--- config.mk ---
export PLATFORM = sky130hd
export DESIGN_NAME = led_column_scanner
export DESIGN_NICKNAME = d
export VERILOG_FILES = /design/src/rtl/led_column_scanner.sv
export SDC_FILE = /design/constraint.sdc
export NUM_CORES = 1
export LEC_CHECK = 0
export ABC_CLOCK_PERIOD_IN_PS = 4500
export CAP_MARGIN = 0
export CORE_ASPECT_RATIO = 0.8
export CORE_MARGIN = 4
export CORE_UTILIZATION = 60
export CTS_CLUSTER_SIZE = 28
export DETAILED_ROUTE_END_ITERATION = 7
export DONT_BUFFER_PORTS = 1
export PLACE_DENSITY_LB_ADDON = 0.12
export REMOVE_ABC_BUFFERS = 1
export SYNTH_ARGS = -nofsm -noshare
export SYNTH_HDL_FRONTEND = slang
export SYNTH_SLANG_ARGS = --single-unit
--- constraint.sdc ---
create_clock -name clk -period 4.5 [get_ports clk]
set_clock_uncertainty 0.2 [all_clocks]
set_input_delay 0.45 -clock clk [delete_from_list [all_inputs] [get_ports clk]]
set_output_delay 0.45 -clock clk [all_outputs]
set_load 0.01 [all_outputs]
--- src/rtl/led_column_scanner.sv ---
// led_column_scanner: multiplexed LED-matrix column scanner.
// Scans the columns enabled by col_enable one at a time (one-hot col_drive),
// with BLANK_CYCLES of all-off dead time between columns. Row patterns,
// dwell time and status live in a zero-wait-state Avalon-MM slave.
// Optional macro LED_SCAN_PWM_EN adds a 4-bit brightness register at addr 7
// that gates row_drive with a 16-step PWM phase counter.
module led_column_scanner #(
  parameter int          NUM_COLS      = 5,
  parameter int          ROW_WIDTH     = 7,
  parameter logic [15:0] DWELL_DEFAULT = 16'd50000,
  parameter int          BLANK_CYCLES  = 4
) (
  input  logic                 clk,
  input  logic                 reset,
  input  logic [NUM_COLS-1:0]  col_enable,
  input  logic [2:0]           address,
  input  logic                 chipselect,
  input  logic                 write_n,
  input  logic [31:0]          writedata,
  output logic [31:0]          readdata,
  output logic [NUM_COLS-1:0]  col_drive,
  output logic [ROW_WIDTH-1:0] row_drive,
  output logic                 frame_start
);

  localparam logic [1:0]  S_IDLE     = 2'd0;
  localparam logic [1:0]  S_BLANK    = 2'd1;
  localparam logic [1:0]  S_ON       = 2'd2;
  localparam logic [15:0] BLANK_LOAD = 16'(BLANK_CYCLES - 1);

  logic [1:0]           state_q, state_d;
  logic [2:0]           cur_col_q, cur_col_d;
  logic [15:0]          blank_q, blank_d;
  logic [15:0]          dwell_cnt_q, dwell_cnt_d;
  logic [15:0]          dwell_q, dwell_d;
  logic                 pend_q, pend_d;
  logic [NUM_COLS-1:0]  col_drive_q, col_drive_d;
  logic [ROW_WIDTH-1:0] row_drive_q, row_drive_d;
  logic                 fs_q, fs_d;
  logic [ROW_WIDTH-1:0] row_reg_q [NUM_COLS];
  logic [ROW_WIDTH-1:0] row_reg_d [NUM_COLS];

  logic                 wr;
  logic [2:0]           nxt_col, low_col, cand;
  logic                 nxt_wrap, found;
  logic                 row_gate;
  logic                 unused_wdata;

  assign wr           = chipselect && !write_n;
  assign unused_wdata = ^writedata[31:16];

  // Next enabled column after cur_col, wrapping; flags a wrap (incl. self-select).
  always_comb begin
    nxt_col  = cur_col_q;
    nxt_wrap = 1'b1;
    found    = 1'b0;
    cand     = '0;
    for (int i = 1; i <= NUM_COLS; i++) begin
      if (int'(cur_col_q) + i >= NUM_COLS) cand = 3'(int'(cur_col_q) + i - NUM_COLS);
      else                                 cand = 3'(int'(cur_col_q) + i);
      if (!found && col_enable[cand]) begin
        found    = 1'b1;
        nxt_col  = cand;
        nxt_wrap = (int'(cur_col_q) + i >= NUM_COLS);
      end
    end
  end

  // Lowest enabled column, used when leaving IDLE.
  always_comb begin
    low_col = '0;
    for (int i = NUM_COLS - 1; i >= 0; i--) begin
      if (col_enable[i]) low_col = 3'(i);
    end
  end

  // Register-file write decode.
  always_comb begin
    row_reg_d = row_reg_q;
    dwell_d   = dwell_q;
    for (int i = 0; i < NUM_COLS; i++) begin
      if (wr && address == 3'(i)) row_reg_d[i] = writedata[ROW_WIDTH-1:0];
    end
    if (wr && address == 3'd5) dwell_d = writedata[15:0];
  end

  // Scan FSM: IDLE -> BLANK -> ON -> BLANK ..., with mask-change overrides.
  always_comb begin
    state_d     = state_q;
    cur_col_d   = cur_col_q;
    blank_d     = blank_q;
    dwell_cnt_d = dwell_cnt_q;
    pend_d      = pend_q;
    fs_d        = 1'b0;
    if (col_enable == '0) begin
      state_d = S_IDLE;
    end else begin
      case (state_q)
        S_IDLE: begin
          state_d   = S_BLANK;
          cur_col_d = low_col;
          pend_d    = 1'b1;
          blank_d   = BLANK_LOAD;
        end
        S_BLANK: begin
          if (!col_enable[cur_col_q]) begin
            cur_col_d = nxt_col;
            pend_d    = pend_q | nxt_wrap;
            blank_d   = BLANK_LOAD;
          end else if (blank_q == '0) begin
            state_d     = S_ON;
            dwell_cnt_d = (dwell_q == '0) ? 16'd1 : dwell_q;
            fs_d        = pend_q;
            pend_d      = 1'b0;
          end else begin
            blank_d = blank_q - 16'd1;
          end
        end
        S_ON: begin
          if (!col_enable[cur_col_q] || dwell_cnt_q <= 16'd1) begin
            state_d   = S_BLANK;
            cur_col_d = nxt_col;
            pend_d    = pend_q | nxt_wrap;
            blank_d   = BLANK_LOAD;
          end else begin
            dwell_cnt_d = dwell_cnt_q - 16'd1;
          end
        end
        default: state_d = S_IDLE;
      endcase
    end
  end

`ifdef LED_SCAN_PWM_EN
  logic [3:0] bright_q, bright_d;
  logic [3:0] phase_q, phase_d;

  // PWM phase restarts on ON entry so every column sees the same duty window.
  always_comb begin
    bright_d = (wr && address == 3'd7) ? writedata[3:0] : bright_q;
    phase_d  = (state_d == S_ON && state_q != S_ON) ? 4'd0 : phase_q + 4'd1;
    row_gate = (phase_d < bright_q);
  end

  // PWM registers.
  always_ff @(posedge clk or posedge reset) begin
    if (reset) begin
      bright_q <= 4'hF;
      phase_q  <= 4'd0;
    end else begin
      bright_q <= bright_d;
      phase_q  <= phase_d;
    end
  end
`else
  assign row_gate = 1'b1;
`endif

  // Outputs follow the next state so they line up with state_q cycle for cycle.
  always_comb begin
    col_drive_d = '0;
    row_drive_d = '0;
    if (state_d == S_ON) begin
      col_drive_d = NUM_COLS'(1) << cur_col_d;
      if (row_gate) row_drive_d = row_reg_d[cur_col_d];
    end
  end

  // State and register file.
  always_ff @(posedge clk or posedge reset) begin
    if (reset) begin
      state_q     <= S_IDLE;
      cur_col_q   <= '0;
      blank_q     <= '0;
      dwell_cnt_q <= '0;
      dwell_q     <= DWELL_DEFAULT;
      pend_q      <= 1'b0;
      col_drive_q <= '0;
      row_drive_q <= '0;
      fs_q        <= 1'b0;
      for (int i = 0; i < NUM_COLS; i++) row_reg_q[i] <= '0;
    end else begin
      state_q     <= state_d;
      cur_col_q   <= cur_col_d;
      blank_q     <= blank_d;
      dwell_cnt_q <= dwell_cnt_d;
      dwell_q     <= dwell_d;
      pend_q      <= pend_d;
      col_drive_q <= col_drive_d;
      row_drive_q <= row_drive_d;
      fs_q        <= fs_d;
      row_reg_q   <= row_reg_d;
    end
  end

  // Zero-latency read mux.
  always_comb begin
    readdata = '0;
    case (address)
      3'd5: readdata[15:0] = dwell_q;
      3'd6: begin
        readdata[2:0] = cur_col_q;
        readdata[4]   = (state_q == S_ON);
        readdata[5]   = (state_q == S_BLANK);
      end
`ifdef LED_SCAN_PWM_EN
      3'd7: readdata[3:0] = bright_q;
`endif
      default: begin
        if (int'(address) < NUM_COLS) readdata[ROW_WIDTH-1:0] = row_reg_q[address];
      end
    endcase
  end

  assign col_drive   = col_drive_q;
  assign row_drive   = row_drive_q;
  assign frame_start = fs_q;

endmodule
==> results of run 1 <==
[worst reg2reg max path: cells and delay by family (launching register included)]
kind	cells	cell delay, ns
AO/OA/AOI/OAI	7	2.17
XOR/XNOR	1	0.34
adder cells (fa/ha/maj)	1	0.37
buffers and inverters	1	0.21
flip-flops	1	0.48
AND/OR/NAND/NOR	2	0.45
[cells in the final DEF, fill, tap and decap left out, drive strengths merged, types with 7 or more instances in the layout]
cell    synthesis  final
or3             9      9
inv            35     37
nand2b         18     18
mux2           50     50
buf            34     21
nand2          34     34
o21ai          37     37
mux4            7      7
a31oi           8      8
mux2i          31     31
and3           13     13
nor3           21     21
nand3          19     19
nor2b          14     14
ha             18     18
clkbuf         23      9
a211oi         10     10
nor4           15     15
xnor2          12     12
a21oi          43     43
conb            1     16
nor2           71     71
dfrtp          96     96
o221ai          7      7
[area by class of cell]
cell class,instances,area [um^2]
Multi-Input combinational cell,560,4110
Fill cell,946,4050
Sequential cell,102,2560
Clock buffer,9,225
Tap cell,148,185
Timing Repair Buffer,22,168
Inverter,37,141
Clock inverter,7,82.6
[power groups by stage]
stage / Clock, mW / Sequential (mW) / Combinational (mW)
6_report: 0.809 / 1.35 / 2.39
3_3_place_gp: 0 / 1.35 / 2.27
2_1_floorplan: 0 / 1.34 / 1.78
4_1_cts: 0.818 / 1.35 / 2.36
5_1_grt: 0.855 / 1.38 / 2.64
3_5_place_dp: 0 / 1.36 / 2.34
[metrics by stage]
step                std cells  setup slack [ns]
CTS                       884            0.0761
detailed placement        867             0.113
floorplan                 699            -0.752
finish                    885             0.178
global route              885            0.0362
global placement          867             0.242
[metal layers]
| metal | vias up | wire, um |
|---|---|---|
| met4 | 0 | 289 |
| met1 | 2836 | 7980 |
| met5 | - | 0 |
| met3 | 28 | 958 |
| met2 | 187 | 8100 |
| li1 | 2681 | - |
[path summary, 6_finish.rpt]
path / from / end / slack, ns
min in group asynchronous: reset / row_drive[6] / 0.53
max reg2reg: cur_col_q[1] / row_drive[6] / 0.18
max in group asynchronous: reset / dwell_q[15] / 2.56
max: cur_col_q[1] / row_drive[6] / 0.18
min reg2reg: dwell_cnt_q[1] / dwell_cnt_q[1] / 0.29
min: writedata[0] / dwell_q[0] / 0.02
[cells by family after synthesis]
logic type / Yosys count / synth area share [%]
other: 1 / 0.0532
DFF: 102 / 36.3
AOI/OAI and AO/OA: 177 / 18.1
xor gates and xnor gates: 17 / 2.22
adders and majority gates: 19 / 3.48
and+or+nand+nor: 243 / 18.3
buffers and inverters: 94 / 6.62
muxes: 88 / 14.9
[state kept, by name (all words and copies together), names as in the netlist]
register,cells
row_drive,7
pend_q,1
row_reg_q,35
cur_col_q,3
col_drive,5
state_q,2
blank_q,16
dwell_cnt_q,16
frame_start,1
dwell_q,16
[timing repair]
| action | CTS | global route |
|---|---|---|
| buffers inserted | 0 | 1 |
| endpoints found under the hold margin | 62 | 0 |
| hold buffers | 1 | 0 |
| resized for setup | 0 | 3 |
| endpoints found under the setup margin | 0 | 11 |
==> impl_metrics.py, run 1 <==
metrics = {
    "outcome": {
        "outcome": "finished clean",
    },
    "sta": {
        "setup_viol": 0,
        "whs_ns": 0.0235,
        "fin_crit_sh_pct": 96.0,
        "fmax_mhz": 231,
        "max_slew_margin_pct": 27.9,
        "fin_crit_ns": 4.32,
        "slew_viol_final": 0,
        "tns_ns": 0,
        "rsz0062_at_grt": "false",
        "tightest_slew_ns": 1.07,
        "hold_viol": 0,
    },
    "setup_path": {
        "crit_path_end_kind": "register",
        "path_buf_inv": 1,
        "path_depth": 12,
        "worst_path_max_delay_cell": "a2111oi_0",
        "path_cells": "buf_4 -> ha_1 -> and3b_1 -> o31ai_4 -> xnor2_2 -> nand3_1 -> a2111oi_0 -> o22ai_1 -> a211oi_2 -> o21a_1 -> o211ai_2 -> o221ai_1",
        "critical_path_class": "reg2reg",
        "start_kind": "register",
        "cp_slowest_stage_delay_ns": 0.70,
        "crit_fanout": 9,
        "critPathTopFamily": "compound AO/OA/AOI/OAI gates",
        "reg2reg_depth": 12,
        "arrival_ns": 4.37,
        "crit_required_ns": 4.55,
    },
    "cts": {
        "tritoncts": "yes",
        "clkLatencyLatePin_ns": 0.35,
        "clock-sinks": 102,
        "clkTransAtPathRegs_ns": 0.08,
        "cts_htree_levels": 3,
        "clockRootBuffer": "clkbuf_16",
        "cts_made_buffers": 9,
        "clk_path_buf_depth": 2,
    },
    "synth": {
        "synth-async-reset-ratio_pct": 100,
        "post-synth-top-area-fraction_pct": 34.1,
        "synth-seq-cells": 102,
        "synth_most_common_cell": "dfrtp_1",
        "syn_area_um2": 7050,
        "yosysUniqueCellTypes": 91,
        "ys_warn_count": 0,
        "syn_inst": 741,
        "synthFlopType": "dfrtp_1",
        "avgSynthCellArea_um2": 9.52,
        "synth.top_cells.by_count": "96 x dfrtp_1, 71 x nor2_1, 48 x mux2_2",
        "synth_area_leader_cell": "dfrtp_1",
        "synth_edf_count": 0,
        "synth_seq_area_share_pct": 36.3,
        "ys_top_cells_by_area": "dfrtp_1 34%, mux2_2 7.7%, mux2i_1 4.3%",
    },
    "min_path": {
        "hold_path_class": "in2reg",
        "hold_path_depth": 2,
    },
    "power_and_ir_drop": {
        "p_seq_share_pct": 29.7,
        "clkPwrFrac_pct": 17.8,
        "p_comb_share_pct": 52.6,
        "ir_drop_mv": 0.364,
        "p_int_mw": 2.59,
        "leakage_nw": 3.24,
        "power_mw": 4.55,
        "p_sw_mw": 1.96,
        "netSwitchingFraction_pct": 43.1,
        "power_density_nw_per_um2": 609,
    },
    "drt": {
        "num_vias": 5732,
        "first_pass_iters": 5,
        "vias_per_cell": 6.48,
        "ant_nets": 0,
        "routed_wl_um": 17300,
        "avgRoutedWirePerCell_um": 19.6,
        "drc": 0,
        "drt_iter0_markers": 466,
    },
    "finish": {
        "nets": 795,
        "layout-drive-gt1-share_pct": 17.5,
        "finalInstanceArea_um2": 7470,
        "finish.utilization_pct": 64.9,
        "syn_to_final_growth_pct": 5.94,
        "diodes": 0,
    },
    "global_routing": {
        "grtUsageTotal_pct": 26.5,
        "gr-usage-met2_pct": 41.1,
        "gr-total-overflow": 0,
        "use_met3_pct": 5.06,
        "use_met1_pct": 38.1,
        "grt_max_degree": 67,
        "grt_pass1_vias": 5637,
        "antenna_found_initial": 0,
        "grt_pass1_wl_um": 29200,
        "busiest_layer": "met2",
    },
    "die": {
        "die_area_um2": 13600,
        "dieHeight_um": 105,
        "core_um2": 11500,
        "dieWidth_um": 129,
        "rows": 35,
        "start_util_pct": 61.2,
        "num_io_pins": 89,
    },
    "placed_design": {
        "port_buffers": 0,
        "dp_hpwl_um": 12300,
        "place_area_um2": 7130,
        "place_congestion": 0.926,
    },
    "run": {
        "cap_violations": 0,
    },
}
Power figures use the tool's default switching activity.
==> run 2, diff against run 1 <==
--- a/config.mk
+++ b/config.mk
@@ -8,7 +8,6 @@
 export ABC_CLOCK_PERIOD_IN_PS = 4500
 export CAP_MARGIN = 0
 export CORE_ASPECT_RATIO = 0.8
-export CORE_MARGIN = 4
 export CORE_UTILIZATION = 60
 export CTS_CLUSTER_SIZE = 28
 export DETAILED_ROUTE_END_ITERATION = 7
==> run 2 against run 1 <==
Net effect: non-clock buffer count decreased by 4; worst hold slack got worse by 0.0013 ns; sequential cell count unchanged; utilization about the same; die area decreased by 10%; first-iteration DRC count increased by 20%; critical path depth unchanged; register-to-register slack about the same; power decreased by 0.25%.
==> impl_metrics.py, run 2 (synthesis results as in run 1) <==
metrics = {
    "die": {
        "core_um2": 11500,
        "die_area_um2": 12200,
        "dieWidth_um": 123,
        "rows": 35,
        "num_io_pins": 89,
        "dieHeight_um": 99.0,
        "start_util_pct": 61.5,
    },
    "power_and_ir_drop": {
        "ir_drop_mv": 0.358,
        "p_comb_share_pct": 52.6,
        "p_seq_share_pct": 29.8,
        "clkPwrFrac_pct": 17.6,
        "p_sw_mw": 2.01,
        "power_density_nw_per_um2": 609,
        "netSwitchingFraction_pct": 44.2,
        "p_int_mw": 2.53,
        "leakage_nw": 3.22,
    },
    "cts": {
        "clkLatencyLatePin_ns": 0.35,
        "clock-sinks": 102,
        "clkTransAtPathRegs_ns": 0.08,
        "tritoncts": "yes",
        "cts_htree_levels": 3,
        "clockRootBuffer": "clkbuf_16",
        "clk_path_buf_depth": 2,
        "cts_made_buffers": 9,
    },
    "finish": {
        "syn_to_final_growth_pct": 5.61,
        "layout_commonest_cell": "dfrtp_1",
        "finish.utilization_pct": 64.9,
        "top_register": "row_reg_q",
        "largest_register_ffs": 35,
        "diodes": 0,
        "regArea_um2": 2560,
        "layout-drive-gt1-share_pct": 17.1,
        "layout_common_cells": "95 x dfrtp_1, 71 x nor2_1, 48 x mux2_2",
        "n_fill_cell": 914,
        "nets": 791,
        "multiInputGateArea_um2": 4110,
    },
    "global_routing": {
        "gr-usage-met2_pct": 45.4,
        "grt_pass1_vias": 5535,
        "gr-total-overflow": 0,
        "use_met1_pct": 44.2,
        "antenna_found_initial": 0,
        "grtUsageTotal_pct": 29.9,
        "grt_pass1_wl_um": 28500,
        "busiest_layer": "met2",
        "use_met3_pct": 5.96,
        "grt_max_degree": 70,
    },
    "setup_path": {
        "crit_required_ns": 4.50,
        "arrival_ns": 4.32,
        "crit_path_end_kind": "register",
        "crit-reg2reg-launch": "cur_col_q[0]",
        "reg2reg_to": "row_drive[1]",
        "crit_fanout": 11,
        "reg2reg_depth": 12,
        "start_kind": "register",
        "ff2ff_setup_slack_ns": 0.19,
        "critical_path_class": "reg2reg",
    },
    "sta": {
        "hold_viol": 0,
        "rsz0062_at_grt": "false",
        "whs_ns": 0.0223,
        "fmax_mhz": 232,
        "fin_crit_sh_pct": 95.9,
        "max_slew_margin_pct": 16.9,
        "setup_viol": 0,
        "fin_crit_ns": 4.31,
        "tightest_slew_ns": 1.24,
        "slew_viol_final": 0,
    },
    "min_path": {
        "hold_path_depth": 2,
        "hold_path_class": "in2reg",
        "hold_start": "writedata[0]",
        "hold_end": "dwell_q[0]",
    },
    "drt": {
        "num_vias": 5668,
        "first_pass_iters": 5,
        "avgRoutedWirePerCell_um": 19.7,
        "drc": 0,
        "routed_wl_um": 17300,
        "vias_per_cell": 6.43,
        "drt_iter0_markers": 560,
        "ant_nets": 0,
    },
    "placed_design": {
        "place_congestion": 0.943,
        "port_buffers": 0,
        "dp_hpwl_um": 12100,
    },
    "outcome": {
        "outcome": "finished clean",
    },
    "run": {
        "cap_violations": 0,
    },
}
-- run 2: cell count changes in the layout (fill, tap and decap cells not counted), sizes merged --
cell      before  now
clkinvlp       1    0
bufinv         1    0
buf           21   17
inv           37   39
-- run 2: worst max-delay path by stage --
stage               slack (ns)      endpoint  cells after the start          from
CTS                       0.20  row_drive[6]                     11  cur_col_q[2]
global route              0.03  row_drive[1]                     13  cur_col_q[0]
finish                    0.19  row_drive[1]                     12  cur_col_q[0]
floorplan                -0.75  row_drive[6]                     11  cur_col_q[0]
detailed placement        0.22  row_drive[6]                     11  cur_col_q[2]
global placement          0.32  row_drive[6]                     13  cur_col_q[0]
-- run 2: final cells by class --
class                           instances  share of cell area [%]
Inverter                               37                    1.90
Multi-Input combinational cell        560                    55.2
Tap cell                              148                    2.49
Sequential cell                       102                    34.4
Clock inverter                          7                    1.16
Clock buffer                            9                    3.02
Timing Repair Buffer                   18                    1.85
-- run 2: critical path, stage by stage, from the launching register on --
cell	delay [ns]
dfrtp_1	0.41
inv_1	0.17
ha_1	0.18
inv_1	0.05
fa_1	0.54
a2111oi_0	0.63
nor2_1	0.14
a21oi_2	0.34
a211oi_4	0.10
o221a_1	0.30
a2111oi_4	0.45
or3_1	0.46
o221ai_1	0.21
-- run 2: power groups by stage --
| stage | combinational (mW) | clock (mW) | sequential, mW |
|---|---|---|---|
| 2_1_floorplan | 1.78 | 0 | 1.34 |
| 3_3_place_gp | 2.26 | 0 | 1.35 |
| 3_5_place_dp | 2.33 | 0 | 1.36 |
| 4_1_cts | 2.34 | 0.810 | 1.34 |
| 5_1_grt | 2.61 | 0.841 | 1.38 |
| 6_report | 2.38 | 0.800 | 1.35 |
-- run 2: metal layers --
layer | part of all wire, % | routed length [um]
met5 | 0 | 0
met4 | 0.86 | 149
met3 | 5.6 | 964
met2 | 46 | 7970
met1 | 48 | 8240
-- run 2: what timing repair did --
action | CTS | global route
resized for setup | 0 | 1
endpoints found under the hold margin | 62 | 0
buffers inserted | 0 | 1
endpoints found under the setup margin | 0 | 6
hold buffers | 1 | 0
-- run 2: per-stage QoR --
step | setup WS [ns] | instances | TNS, ns | power (mW) | instance area, um^2
4_1_cts | 0.196 | 880 | 0 | 4.50 | 7440
3_3_place_gp | 0.318 | 863 | 0 | 3.60 | 7120
6_report | 0.186 | 881 | 0 | 4.54 | 7450
3_5_place_dp | 0.218 | 863 | 0 | 3.69 | 7120
2_1_floorplan | -0.752 | 699 | -7.84 | 3.12 | 6780
5_1_grt | 0.0320 | 881 | 0 | 4.83 | 7450
